[config.mk]
export PLATFORM = sky130hd
export DESIGN_NAME = multi_lane_mean
export DESIGN_NICKNAME = d
export VERILOG_FILES = /design/src/rtl/mean_pkg.sv /design/src/rtl/mean_lane_acc.sv /design/src/rtl/multi_lane_mean.sv
export SDC_FILE = /design/constraint.sdc
export NUM_CORES = 1
export LEC_CHECK = 0
export CORE_MARGIN = 10
export CORE_UTILIZATION = 42
export DETAILED_ROUTE_END_ITERATION = 6
export DONT_BUFFER_PORTS = 1
export HOLD_SLACK_MARGIN = 0.12
export PLACE_DENSITY_LB_ADDON = 0.05
export SLEW_MARGIN = 20
export SYNTH_ARGS = -nofsm -noshare
export SYNTH_HDL_FRONTEND = slang
export SYNTH_SLANG_ARGS = --single-unit
[constraint.sdc]
create_clock -name clk -period 6.2 [get_ports clk]
set_input_delay 1.86 -clock clk [delete_from_list [all_inputs] [get_ports clk]]
set_output_delay 1.86 -clock clk [all_outputs]
set_load 0.02 [all_outputs]
[src/rtl/mean_pkg.sv]
// Shared types and width helpers for the multi-lane mean calculator.
package mean_pkg;

    typedef enum logic [1:0] {
        IDLE,
        ACCUM,
        COMBINE,
        DONE
    } state_t;

    // Bits needed to hold the sum of 'count' values that are each 'width' bits wide.
    function automatic int grow_width(input int width, input int count);
        return width + $clog2(count);
    endfunction

endpackage

[src/rtl/mean_lane_acc.sv]
// One accumulator lane: sums DEPTH samples. Clearing takes priority over accumulating.
module mean_lane_acc
    import mean_pkg::*;
#(
    parameter int WIDTH = 8,
    parameter int DEPTH = 16,
    parameter int ACC_W = grow_width(WIDTH, DEPTH)
) (
    input  logic             clk,
    input  logic             rst,
    input  logic             clr,
    input  logic             en,
    input  logic [WIDTH-1:0] sample,
    output logic [ACC_W-1:0] acc
);

    always_ff @(posedge clk) begin
        if (rst || clr) begin
            acc <= '0;
        end else if (en) begin
            acc <= acc + ACC_W'(sample);
        end
    end

endmodule

[src/rtl/multi_lane_mean.sv]
// Mean of LANES*DEPTH unsigned samples using LANES parallel accumulators.
//
// state   | meaning
// IDLE    | waiting for start, ready high
// ACCUM   | each lane adds one sample per cycle, DEPTH cycles
// COMBINE | lanes summed exactly, divided by N, mean registered
// DONE    | done pulse; start here restarts straight into ACCUM
module multi_lane_mean
    import mean_pkg::*;
#(
    parameter int WIDTH = 8,
    parameter int LANES = 2,
    parameter int DEPTH = 16,
    parameter int ROUND = 0
) (
    input  logic                              clk,
    input  logic                              rst,
    input  logic                              start,
    input  logic [LANES*DEPTH-1:0][WIDTH-1:0] data_in,
    output logic                              ready,
    output logic                              done,
    output logic [WIDTH-1:0]                  mean
);

    localparam int N     = LANES * DEPTH;
    localparam int LOG2N = $clog2(N);
    localparam int IDX_W = $clog2(DEPTH);
    localparam int ACC_W = grow_width(WIDTH, DEPTH);
    localparam int SUM_W = grow_width(WIDTH, N);

    localparam logic [IDX_W-1:0] IDX_LAST = IDX_W'(DEPTH - 1);
    localparam logic [SUM_W:0]   HALF     = (ROUND != 0) ? (SUM_W + 1)'(N / 2) : '0;

    state_t             state;
    state_t             state_nxt;
    logic               acc_clr;
    logic               acc_en;
    logic [IDX_W-1:0]   idx;
    logic [ACC_W-1:0]   acc [LANES];
    logic [SUM_W-1:0]   sum;
    logic [SUM_W:0]     rsum;
    logic               unused_bits;

    for (genvar l = 0; l < LANES; l++) begin : g_lane
        logic [DEPTH-1:0][WIDTH-1:0] lane_data;

        assign lane_data = data_in[l*DEPTH +: DEPTH];

        mean_lane_acc #(
            .WIDTH (WIDTH),
            .DEPTH (DEPTH),
            .ACC_W (ACC_W)
        ) u_acc (
            .clk    (clk),
            .rst    (rst),
            .clr    (acc_clr),
            .en     (acc_en),
            .sample (lane_data[idx]),
            .acc    (acc[l])
        );
    end

    always_ff @(posedge clk) begin
        if (rst) begin
            state <= IDLE;
        end else begin
            state <= state_nxt;
        end
    end

    always_comb begin
        state_nxt = state;
        acc_clr   = 1'b0;
        acc_en    = 1'b0;
        case (state)
            IDLE: begin
                if (start) begin
                    acc_clr   = 1'b1;
                    state_nxt = ACCUM;
                end
            end
            ACCUM: begin
                acc_en = 1'b1;
                if (idx == IDX_LAST) begin
                    state_nxt = COMBINE;
                end
            end
            COMBINE: begin
                state_nxt = DONE;
            end
            DONE: begin
                if (start) begin
                    acc_clr   = 1'b1;
                    state_nxt = ACCUM;
                end else begin
                    state_nxt = IDLE;
                end
            end
            default: begin
                state_nxt = IDLE;
            end
        endcase
    end

    always_ff @(posedge clk) begin
        if (rst || acc_clr) begin
            idx <= '0;
        end else if (acc_en) begin
            idx <= idx + 1'b1;
        end
    end

    // Exact total across lanes; dividing once avoids average-of-averages error.
    always_comb begin
        sum = '0;
        for (int l = 0; l < LANES; l++) begin
            sum = sum + SUM_W'(acc[l]);
        end
    end

    assign rsum = {1'b0, sum} + HALF;

    // Quotient always fits in WIDTH bits, so the top and fractional bits are dropped.
    assign unused_bits = ^{rsum[SUM_W], rsum[LOG2N-1:0]};

    always_ff @(posedge clk) begin
        if (rst) begin
            mean <= '0;
        end else if (state == COMBINE) begin
            mean <= rsum[LOG2N +: WIDTH];
        end
    end

    assign ready = (state == IDLE);
    assign done  = (state == DONE);

endmodule

==> impl_metrics.xml, run 1 <==
<?xml version="1.0" encoding="UTF-8"?>
<metrics>
  <group name="floorplan">
    <metric name="placeableCoreArea" unit="um2">10800</metric>
    <metric name="floorplan.die_area" unit="um2">15600</metric>
    <metric name="die_width" unit="um">125</metric>
    <metric name="pin_count" unit="">269</metric>
    <metric name="fp_rows" unit="">38</metric>
    <metric name="initial_core_util" unit="">0.428</metric>
    <metric name="dieHeight" unit="um">125</metric>
  </group>
  <group name="placed_design">
    <metric name="gp_congestion" unit="">0.853</metric>
    <metric name="buffers_added_on_ports" unit="">0</metric>
    <metric name="dp_hpwl" unit="um">15300</metric>
    <metric name="placement.setup.worst_slack" unit="ns">1.45</metric>
  </group>
  <group name="final_layout">
    <metric name="syn2layout_area_growth" unit="%">4.43</metric>
    <metric name="drive_above_1_share" unit="">0.194</metric>
    <metric name="nNetsFinal" unit="">741</metric>
  </group>
  <group name="setup_path">
    <metric name="r2r_cells" unit="">12</metric>
    <metric name="cp.arrival" unit="ns">4.62</metric>
    <metric name="critPathMaxStageDelay" unit="ns">0.44</metric>
    <metric name="critical_path.slowest_cell" unit="">sky130_fd_sc_hd__mux4_2</metric>
    <metric name="reg2reg_from" unit="">idx[0]</metric>
    <metric name="worstSetupPathType" unit="">in -&gt; reg</metric>
    <metric name="critical_path_cell_count" unit="">12</metric>
    <metric name="path_buf_inv" unit="">0</metric>
    <metric name="timing.critical_path.mode_cell" unit="">sky130_fd_sc_hd__a21oi_1</metric>
    <metric name="worstSetupEndpointType" unit="">register</metric>
    <metric name="crit_path_start_kind" unit="">input port</metric>
    <metric name="cpLargestDelayFamily" unit="">compound AO/OA/AOI/OAI gates</metric>
    <metric name="critical_path.startpoint" unit="">data_in[168]</metric>
    <metric name="critical_path_required" unit="ns">6.37</metric>
    <metric name="crit_path_cell_trace" unit="">mux4_2, nor2b_1, a211oi_1, a21oi_1, ha_1, fa_1, a21o_1, a21oi_1, o21ai_0, a31oi_1, or3_1, a21oi_1</metric>
    <metric name="cp_max_fo" unit="">4</metric>
  </group>
  <group name="hold_path">
    <metric name="hold-path-cell-count" unit="">2</metric>
    <metric name="hold_path.startpoint" unit="">g_lane[1].u_acc.acc[2]</metric>
    <metric name="hold_path.class" unit="">reg -&gt; reg</metric>
  </group>
  <group name="clock_network">
    <metric name="numCtsBuffers" unit="">5</metric>
    <metric name="post-cts-setup-buffer-count" unit="">0</metric>
    <metric name="clock_path_buffers" unit="">2</metric>
    <metric name="postCtsHoldBufs" unit="">0</metric>
    <metric name="cts.sinks" unit="">38</metric>
    <metric name="cts_tree" unit="">yes</metric>
    <metric name="cts_root_buffer" unit="">sky130_fd_sc_hd__clkbuf_8</metric>
    <metric name="worstSkewPairLatency" unit="ns">0.29</metric>
    <metric name="cts.repair.resized" unit="">0</metric>
    <metric name="cts-htree-levels" unit="">2</metric>
    <metric name="path_clk_slew" unit="ns">0.09</metric>
  </group>
  <group name="yosys">
    <metric name="yosysWarningCount" unit="">0</metric>
    <metric name="mappedNetlistArea" unit="um2">4640</metric>
    <metric name="yosys_most_used_dff" unit="">sky130_fd_sc_hd__dfxtp_1</metric>
    <metric name="seq_area_frac_synth" unit="">0.164</metric>
    <metric name="yosys.cell_types.count" unit="">48</metric>
    <metric name="synthesis.instances" unit="">467</metric>
    <metric name="synth.ff_latch_count" unit="">38</metric>
    <metric name="synth_fp_nets" unit="">760</metric>
    <metric name="avgSynthCellArea" unit="um2">9.93</metric>
    <metric name="ys_async_sr_fraction" unit="">0</metric>
    <metric name="number_of_enable_flip_flop_cells_after_synthesis" unit="">0</metric>
  </group>
  <group name="sta">
    <metric name="max_clock_freq" unit="MHz">225</metric>
    <metric name="timing_hold_violations_final" unit="">0</metric>
    <metric name="rsz0062_at_grt" unit="">no</metric>
    <metric name="relSlewSlack" unit="">0.433</metric>
    <metric name="timing.final.crit_share" unit="">0.716</metric>
    <metric name="worst_clock_skew" unit="ns">0.00545</metric>
    <metric name="final-max-slew-violation-count" unit="">0</metric>
    <metric name="final_period_minus_worst_setup_slack" unit="ns">4.44</metric>
    <metric name="worst_pin_slew" unit="ns">0.851</metric>
    <metric name="tns" unit="ns">0</metric>
    <metric name="setup-violations-final" unit="">0</metric>
    <metric name="fin_worst_hold_slack" unit="ns">0.527</metric>
    <metric name="worst_setup_margin" unit="ns">1.76</metric>
  </group>
  <group name="routing">
    <metric name="vias_per_cell" unit="">6.60</metric>
    <metric name="drc_errors" unit="">0</metric>
    <metric name="drt_pass1_iterations" unit="">4</metric>
    <metric name="ant_nets" unit="">0</metric>
    <metric name="drt-wirelength-per-cell" unit="um">30.0</metric>
    <metric name="drt_wl_total" unit="um">17800</metric>
    <metric name="initial_detailed_routing_violation_count" unit="">268</metric>
    <metric name="via_count" unit="">3918</metric>
  </group>
  <group name="grt">
    <metric name="grt_antenna_before_repair" unit="">7</metric>
    <metric name="first_global_vias" unit="">4064</metric>
    <metric name="grt.overflow.total" unit="">0</metric>
    <metric name="grt.total_usage" unit="">0.217</metric>
    <metric name="grt_pass1_wl" unit="um">26400</metric>
    <metric name="largest_net_degree_at_the_start_of_global_routing" unit="">42</metric>
  </group>
  <group name="power">
    <metric name="power.static_leakage" unit="nW">1.62</metric>
    <metric name="peakVddDrop" unit="mV">0.321</metric>
    <metric name="cellPowerDensity" unit="nW/um2">306</metric>
  </group>
  <group name="run_status">
    <metric name="outcome" unit="">completed</metric>
  </group>
  <group name="job">
    <metric name="max_cap_viol_count" unit="">0</metric>
  </group>
</metrics>
==> tightest hold or removal path, cell delays in order, from the launching register on <==
cell and delay, ns:
sky130_fd_sc_hd__dfxtp_1 0.34, sky130_fd_sc_hd__nor2_1 0.09, sky130_fd_sc_hd__a211oi_1 0.06
==> power by group <==
| part | leakage [nW] | total (mW) | internal, mW | switching (mW) |
|---|---|---|---|---|
| Sequential | 0.310 | 0.385 | 0.285 | 0.0991 |
| Clock | 0.0486 | 0.204 | 0.104 | 0.101 |
| Combinational | 1.26 | 0.893 | 0.445 | 0.448 |
| Total | 1.62 | 1.48 | 0.834 | 0.648 |
==> sequential cells by signal (all words and copies together), names as in the netlist <==
name / count
idx: 4
g_lane.u_acc.acc: 24
mean: 8
state: 2
==> kinds of logic (layout without fill, tap and decap cells) <==
| kind of cell | after synthesis | after routing | synth area share |
|---|---|---|---|
| xor+xnor | 12 | 12 | 0.0227 |
| mux | 93 | 93 | 0.374 |
| compound gates | 119 | 119 | 0.169 |
| fa+ha+maj | 34 | 34 | 0.0950 |
| simple gates | 124 | 124 | 0.131 |
| other cells | 0 | 5 | 0 |
| buf+inv | 47 | 29 | 0.0445 |
| flops | 38 | 38 | 0.164 |
==> final timing paths <==
path | slack (ns) | endpoint
min reg2reg | 0.53 | g_lane[1].u_acc.acc[2]
min | 0.53 | g_lane[1].u_acc.acc[2]
max reg2reg | 1.97 | g_lane[1].u_acc.acc[7]
max | 1.76 | g_lane[1].u_acc.acc[10]
==> cells in the mapped netlist (2+ instances only) <==
| master | count | area (um2) |
|---|---|---|
| sky130_fd_sc_hd__buf_4 | 5 | 37.5 |
| sky130_fd_sc_hd__dfxtp_1 | 38 | 761 |
| sky130_fd_sc_hd__a22oi_1 | 2 | 15.0 |
| sky130_fd_sc_hd__buf_2 | 9 | 45.0 |
| sky130_fd_sc_hd__or3_1 | 8 | 50.1 |
| sky130_fd_sc_hd__mux4_2 | 64 | 1440 |
| sky130_fd_sc_hd__inv_1 | 13 | 48.8 |
| sky130_fd_sc_hd__nand3_1 | 7 | 35.0 |
| sky130_fd_sc_hd__nor2b_1 | 16 | 100 |
| sky130_fd_sc_hd__nand2_1 | 15 | 56.3 |
| sky130_fd_sc_hd__o21a_1 | 3 | 22.5 |
| sky130_fd_sc_hd__clkbuf_1 | 17 | 63.8 |
| sky130_fd_sc_hd__o21ai_0 | 23 | 115 |
| sky130_fd_sc_hd__a31oi_1 | 3 | 18.8 |
| sky130_fd_sc_hd__xnor2_1 | 9 | 78.8 |
| sky130_fd_sc_hd__nor4_1 | 3 | 18.8 |
| sky130_fd_sc_hd__a211oi_1 | 23 | 173 |
| sky130_fd_sc_hd__a2bb2oi_1 | 2 | 17.5 |
| sky130_fd_sc_hd__nor3_1 | 13 | 65.1 |
| sky130_fd_sc_hd__and3_1 | 7 | 43.8 |
| sky130_fd_sc_hd__buf_1 | 2 | 7.51 |
| sky130_fd_sc_hd__a41oi_1 | 2 | 17.5 |
| sky130_fd_sc_hd__fa_1 | 2 | 40.0 |
| sky130_fd_sc_hd__ha_1 | 32 | 400 |
| sky130_fd_sc_hd__nand4_1 | 6 | 37.5 |
| sky130_fd_sc_hd__a21oi_1 | 37 | 185 |
| sky130_fd_sc_hd__xor2_1 | 3 | 26.3 |
| sky130_fd_sc_hd__nor2_1 | 45 | 169 |
| sky130_fd_sc_hd__mux2i_1 | 29 | 290 |
| sky130_fd_sc_hd__o22ai_1 | 5 | 31.3 |
| sky130_fd_sc_hd__a21o_1 | 5 | 37.5 |
| sky130_fd_sc_hd__o311ai_0 | 2 | 17.5 |
| sky130_fd_sc_hd__a221oi_1 | 2 | 17.5 |
==> layout by cell type, fill, tap and decap left out, types with 5 or more instances in the layout <==
cell type and instances:
sky130_fd_sc_hd__clkbuf_8 5, sky130_fd_sc_hd__o22ai_1 5, sky130_fd_sc_hd__nand2_1 15, sky130_fd_sc_hd__or3_1 8
sky130_fd_sc_hd__nor2b_1 16, sky130_fd_sc_hd__a21o_1 5, sky130_fd_sc_hd__a211oi_1 23, sky130_fd_sc_hd__nand3_1 7
sky130_fd_sc_hd__ha_1 32, sky130_fd_sc_hd__buf_4 7, sky130_fd_sc_hd__o21ai_0 22, sky130_fd_sc_hd__nor3_1 13
sky130_fd_sc_hd__mux4_2 64, sky130_fd_sc_hd__nand4_1 6, sky130_fd_sc_hd__and3_1 7, sky130_fd_sc_hd__xnor2_1 9
sky130_fd_sc_hd__inv_1 13, sky130_fd_sc_hd__diode_2 5, sky130_fd_sc_hd__nor2_1 45, sky130_fd_sc_hd__mux2i_1 29
sky130_fd_sc_hd__dfxtp_1 35, sky130_fd_sc_hd__a21oi_1 37
==> stage by stage <==
| step | power, mW | instance area (um2) | cells | util |
|---|---|---|---|---|
| 6_report | 1.48 | 4840 | 594 | 0.447 |
| 5_1_grt | 1.61 | 4840 | 593 | 0.446 |
| 4_1_cts | 1.50 | 4830 | 589 | 0.445 |
| 3_5_place_dp | 1.29 | 4720 | 581 | 0.435 |
| 3_3_place_gp | 1.28 | 4720 | 581 | 0.435 |
| 2_1_floorplan | 1.11 | 4640 | 467 | - |
==> metal layers <==
layer,track usage,wire length (um)
met4,0.0501,144
met3,0.0655,1140
met5,0,23
met1,0.254,7250
met2,0.380,9270
==> layout make-up <==
class                   instances  area, um2
clock buffers                   6       93.8
inverters                      14       52.6
multi-input cells             382       3670
repair buffers                  7       52.6
fillers                      1067       6000
diodes                          5       12.5
flip-flops and latches         38        767
well taps                     140        175
clock inverters                 2       15.0
No activity file was read; power rests on OpenSTA's default activity.
==> inputs of run 2 (changes only) <==
==> constraint.sdc (replaced) <==
create_clock -name clk -period 3.7 [get_ports clk]
set_input_delay 1.11 -clock clk [delete_from_list [all_inputs] [get_ports clk]]
set_output_delay 1.11 -clock clk [all_outputs]
set_load 0.02 [all_outputs]
==> impl_metrics.xml, run 2 (synthesis gave the netlist of run 1 again) <==
<?xml version="1.0" encoding="UTF-8"?>
<metrics>
  <group name="grt">
    <metric name="largest_net_degree_at_the_start_of_global_routing" unit="">43</metric>
    <metric name="grt.total_usage" unit="">0.213</metric>
    <metric name="grt_pass1_wl" unit="um">26200</metric>
    <metric name="first_global_vias" unit="">4189</metric>
    <metric name="grt_antenna_before_repair" unit="">6</metric>
    <metric name="grt.overflow.total" unit="">0</metric>
  </group>
  <group name="clock_network">
    <metric name="path_clk_slew" unit="ns">0.07</metric>
    <metric name="cts-htree-levels" unit="">2</metric>
    <metric name="worstSkewPairLatency" unit="ns">0.29</metric>
    <metric name="numCtsBuffers" unit="">5</metric>
    <metric name="cts_root_buffer" unit="">sky130_fd_sc_hd__clkbuf_8</metric>
    <metric name="post-cts-setup-buffer-count" unit="">0</metric>
    <metric name="postCtsHoldBufs" unit="">0</metric>
    <metric name="cts_tree" unit="">yes</metric>
    <metric name="cts.sinks" unit="">38</metric>
    <metric name="clock_path_buffers" unit="">2</metric>
  </group>
  <group name="routing">
    <metric name="drc_errors" unit="">0</metric>
    <metric name="drt_wl_total" unit="um">17800</metric>
    <metric name="ant_nets" unit="">0</metric>
    <metric name="initial_detailed_routing_violation_count" unit="">267</metric>
    <metric name="drt_pass1_iterations" unit="">4</metric>
    <metric name="drt-wirelength-per-cell" unit="um">28.8</metric>
    <metric name="vias_per_cell" unit="">6.49</metric>
    <metric name="via_count" unit="">4020</metric>
  </group>
  <group name="run_status">
    <metric name="outcome" unit="">completed</metric>
  </group>
  <group name="setup_path">
    <metric name="crit_path_cell_trace" unit="">mux4_2, nor2b_1, a211oi_2, buf_4, a21oi_1, ha_1, fa_1, a21o_1, a21oi_2, o21ai_0, a31oi_1, or3_1, a21oi_1</metric>
    <metric name="critical_path.slowest_cell" unit="">sky130_fd_sc_hd__mux4_2</metric>
    <metric name="cpLargestDelayFamily" unit="">compound AO/OA/AOI/OAI gates</metric>
    <metric name="crit_path_start_kind" unit="">input port</metric>
    <metric name="critPathMaxStageDelay" unit="ns">0.46</metric>
    <metric name="cp.arrival" unit="ns">3.67</metric>
    <metric name="cp_max_fo" unit="">4</metric>
    <metric name="critical_path_required" unit="ns">3.88</metric>
    <metric name="worstSetupPathType" unit="">in -&gt; reg</metric>
    <metric name="path_buf_inv" unit="">1</metric>
    <metric name="worstSetupEndpointType" unit="">register</metric>
    <metric name="timing.critical_path.mode_cell" unit="">sky130_fd_sc_hd__a21oi_1</metric>
  </group>
  <group name="sta">
    <metric name="final-max-slew-violation-count" unit="">0</metric>
    <metric name="timing.final.crit_share" unit="">0.943</metric>
    <metric name="relSlewSlack" unit="">0.606</metric>
    <metric name="setup-violations-final" unit="">0</metric>
    <metric name="worst_pin_slew" unit="ns">0.590</metric>
    <metric name="final_period_minus_worst_setup_slack" unit="ns">3.49</metric>
    <metric name="timing_hold_violations_final" unit="">0</metric>
    <metric name="worst_clock_skew" unit="ns">0.00841</metric>
    <metric name="rsz0062_at_grt" unit="">no</metric>
    <metric name="max_clock_freq" unit="MHz">286</metric>
    <metric name="tns" unit="ns">0</metric>
  </group>
  <group name="final_layout">
    <metric name="syn2layout_area_growth" unit="%">9.88</metric>
    <metric name="flip_flop_count_of_the_largest_register_after_layout" unit="">24</metric>
    <metric name="fill_cell_instance_count_of_the_final_layout" unit="">1039</metric>
    <metric name="drive_above_1_share" unit="">0.243</metric>
    <metric name="registers.top_by_ff_count" unit="">g_lane.u_acc.acc</metric>
    <metric name="fin_cells" unit="">619</metric>
    <metric name="biggestRegsByFlops" unit="">g_lane.u_acc.acc (24), mean (8), idx (4)</metric>
    <metric name="seqCellArea" unit="um2">767</metric>
    <metric name="nNetsFinal" unit="">766</metric>
    <metric name="multiInputGateArea" unit="um2">3690</metric>
    <metric name="most-common-layout-cells" unit="">sky130_fd_sc_hd__mux4_2, sky130_fd_sc_hd__nor2_1, sky130_fd_sc_hd__a21oi_1, sky130_fd_sc_hd__dfxtp_1, sky130_fd_sc_hd__ha_1</metric>
    <metric name="finalCoreUtilization" unit="">0.470</metric>
    <metric name="layout_commonest_cell" unit="">sky130_fd_sc_hd__mux4_2</metric>
  </group>
  <group name="power">
    <metric name="power.static_leakage" unit="nW">1.76</metric>
    <metric name="peakVddDrop" unit="mV">0.286</metric>
    <metric name="cellPowerDensity" unit="nW/um2">514</metric>
  </group>
  <group name="floorplan">
    <metric name="fp_rows" unit="">38</metric>
    <metric name="floorplan.die_area" unit="um2">15600</metric>
    <metric name="initial_core_util" unit="">0.428</metric>
    <metric name="pin_count" unit="">269</metric>
    <metric name="placeableCoreArea" unit="um2">10800</metric>
    <metric name="dieHeight" unit="um">125</metric>
    <metric name="die_width" unit="um">125</metric>
  </group>
  <group name="job">
    <metric name="max_cap_viol_count" unit="">0</metric>
  </group>
  <group name="placed_design">
    <metric name="post-place-cells" unit="">606</metric>
    <metric name="gp_congestion" unit="">0.804</metric>
    <metric name="dp_hpwl" unit="um">15400</metric>
    <metric name="buffers_added_on_ports" unit="">0</metric>
  </group>
  <group name="hold_path">
    <metric name="hold_path.class" unit="">reg -&gt; reg</metric>
  </group>
</metrics>
[run 2: final timing paths]
| check | start | endpoint | slack [ns] | depth (start not counted) |
|---|---|---|---|---|
| setup / recovery | data_in[40] | g_lane[0].u_acc.acc[10] | 0.21 | 13 |
| hold / removal | g_lane[1].u_acc.acc[7] | g_lane[1].u_acc.acc[7] | 0.51 | 2 |
| setup reg to reg | idx[2] | g_lane[1].u_acc.acc[7] | 0.33 | 14 |
| hold reg to reg | g_lane[1].u_acc.acc[7] | g_lane[1].u_acc.acc[7] | 0.51 | 2 |
[run 2: layout make-up]
cell class | instances | share of cell area
Multi-Input combinational cell | 382 | 0.725
Sequential cell | 38 | 0.151
Timing Repair Buffer | 32 | 0.0594
Tap cell | 140 | 0.0344
Clock buffer | 7 | 0.0169
Inverter | 14 | 0.0103
Antenna cell | 5 | 0.00246
Clock inverter | 1 | 0.000983
[run 2: power breakdown]
group / switching [mW] / total, mW / internal, mW
clock network: 0.159 / 0.310 / 0.151
logic: 0.864 / 1.74 / 0.877
registers: 0.0893 / 0.568 / 0.478
[run 2: metal layers]
metal	vias up	GRT usage	routed length (um)
li1	1879	-	-
met1	1969	0.250	7180
met2	160	0.374	9250
met3	10	0.0642	1220
met4	2	0.0461	146
met5	-	0	7
[run 2: stage by stage]
stage | setup WS [ns] | power [mW] | instance area, um2 | hold slack, ns
2_1_floorplan | 0.107 | 1.86 | 4640 | 0.467
3_3_place_gp | -0.164 | 2.30 | 4970 | 0.502
3_5_place_dp | -0.185 | 2.31 | 4970 | 0.494
4_1_cts | 0.127 | 2.63 | 5060 | 0.509
5_1_grt | 0.0180 | 2.85 | 5090 | 0.542
6_report | 0.209 | 2.62 | 5090 | 0.505
[run 2: tightest hold or removal path: cells and delay by family, from the launching register on]
kind	cells	cell delay (ns)
AOI/OAI and AO/OA	1	0.06
DFF	1	0.34
and+or+nand+nor	1	0.06
[run 2: repair_timing]
item | CTS | global route
endpoints found under the hold margin | 0 | 0
resized for setup | 0 | 5
setup endpoints to repair | 0 | 8
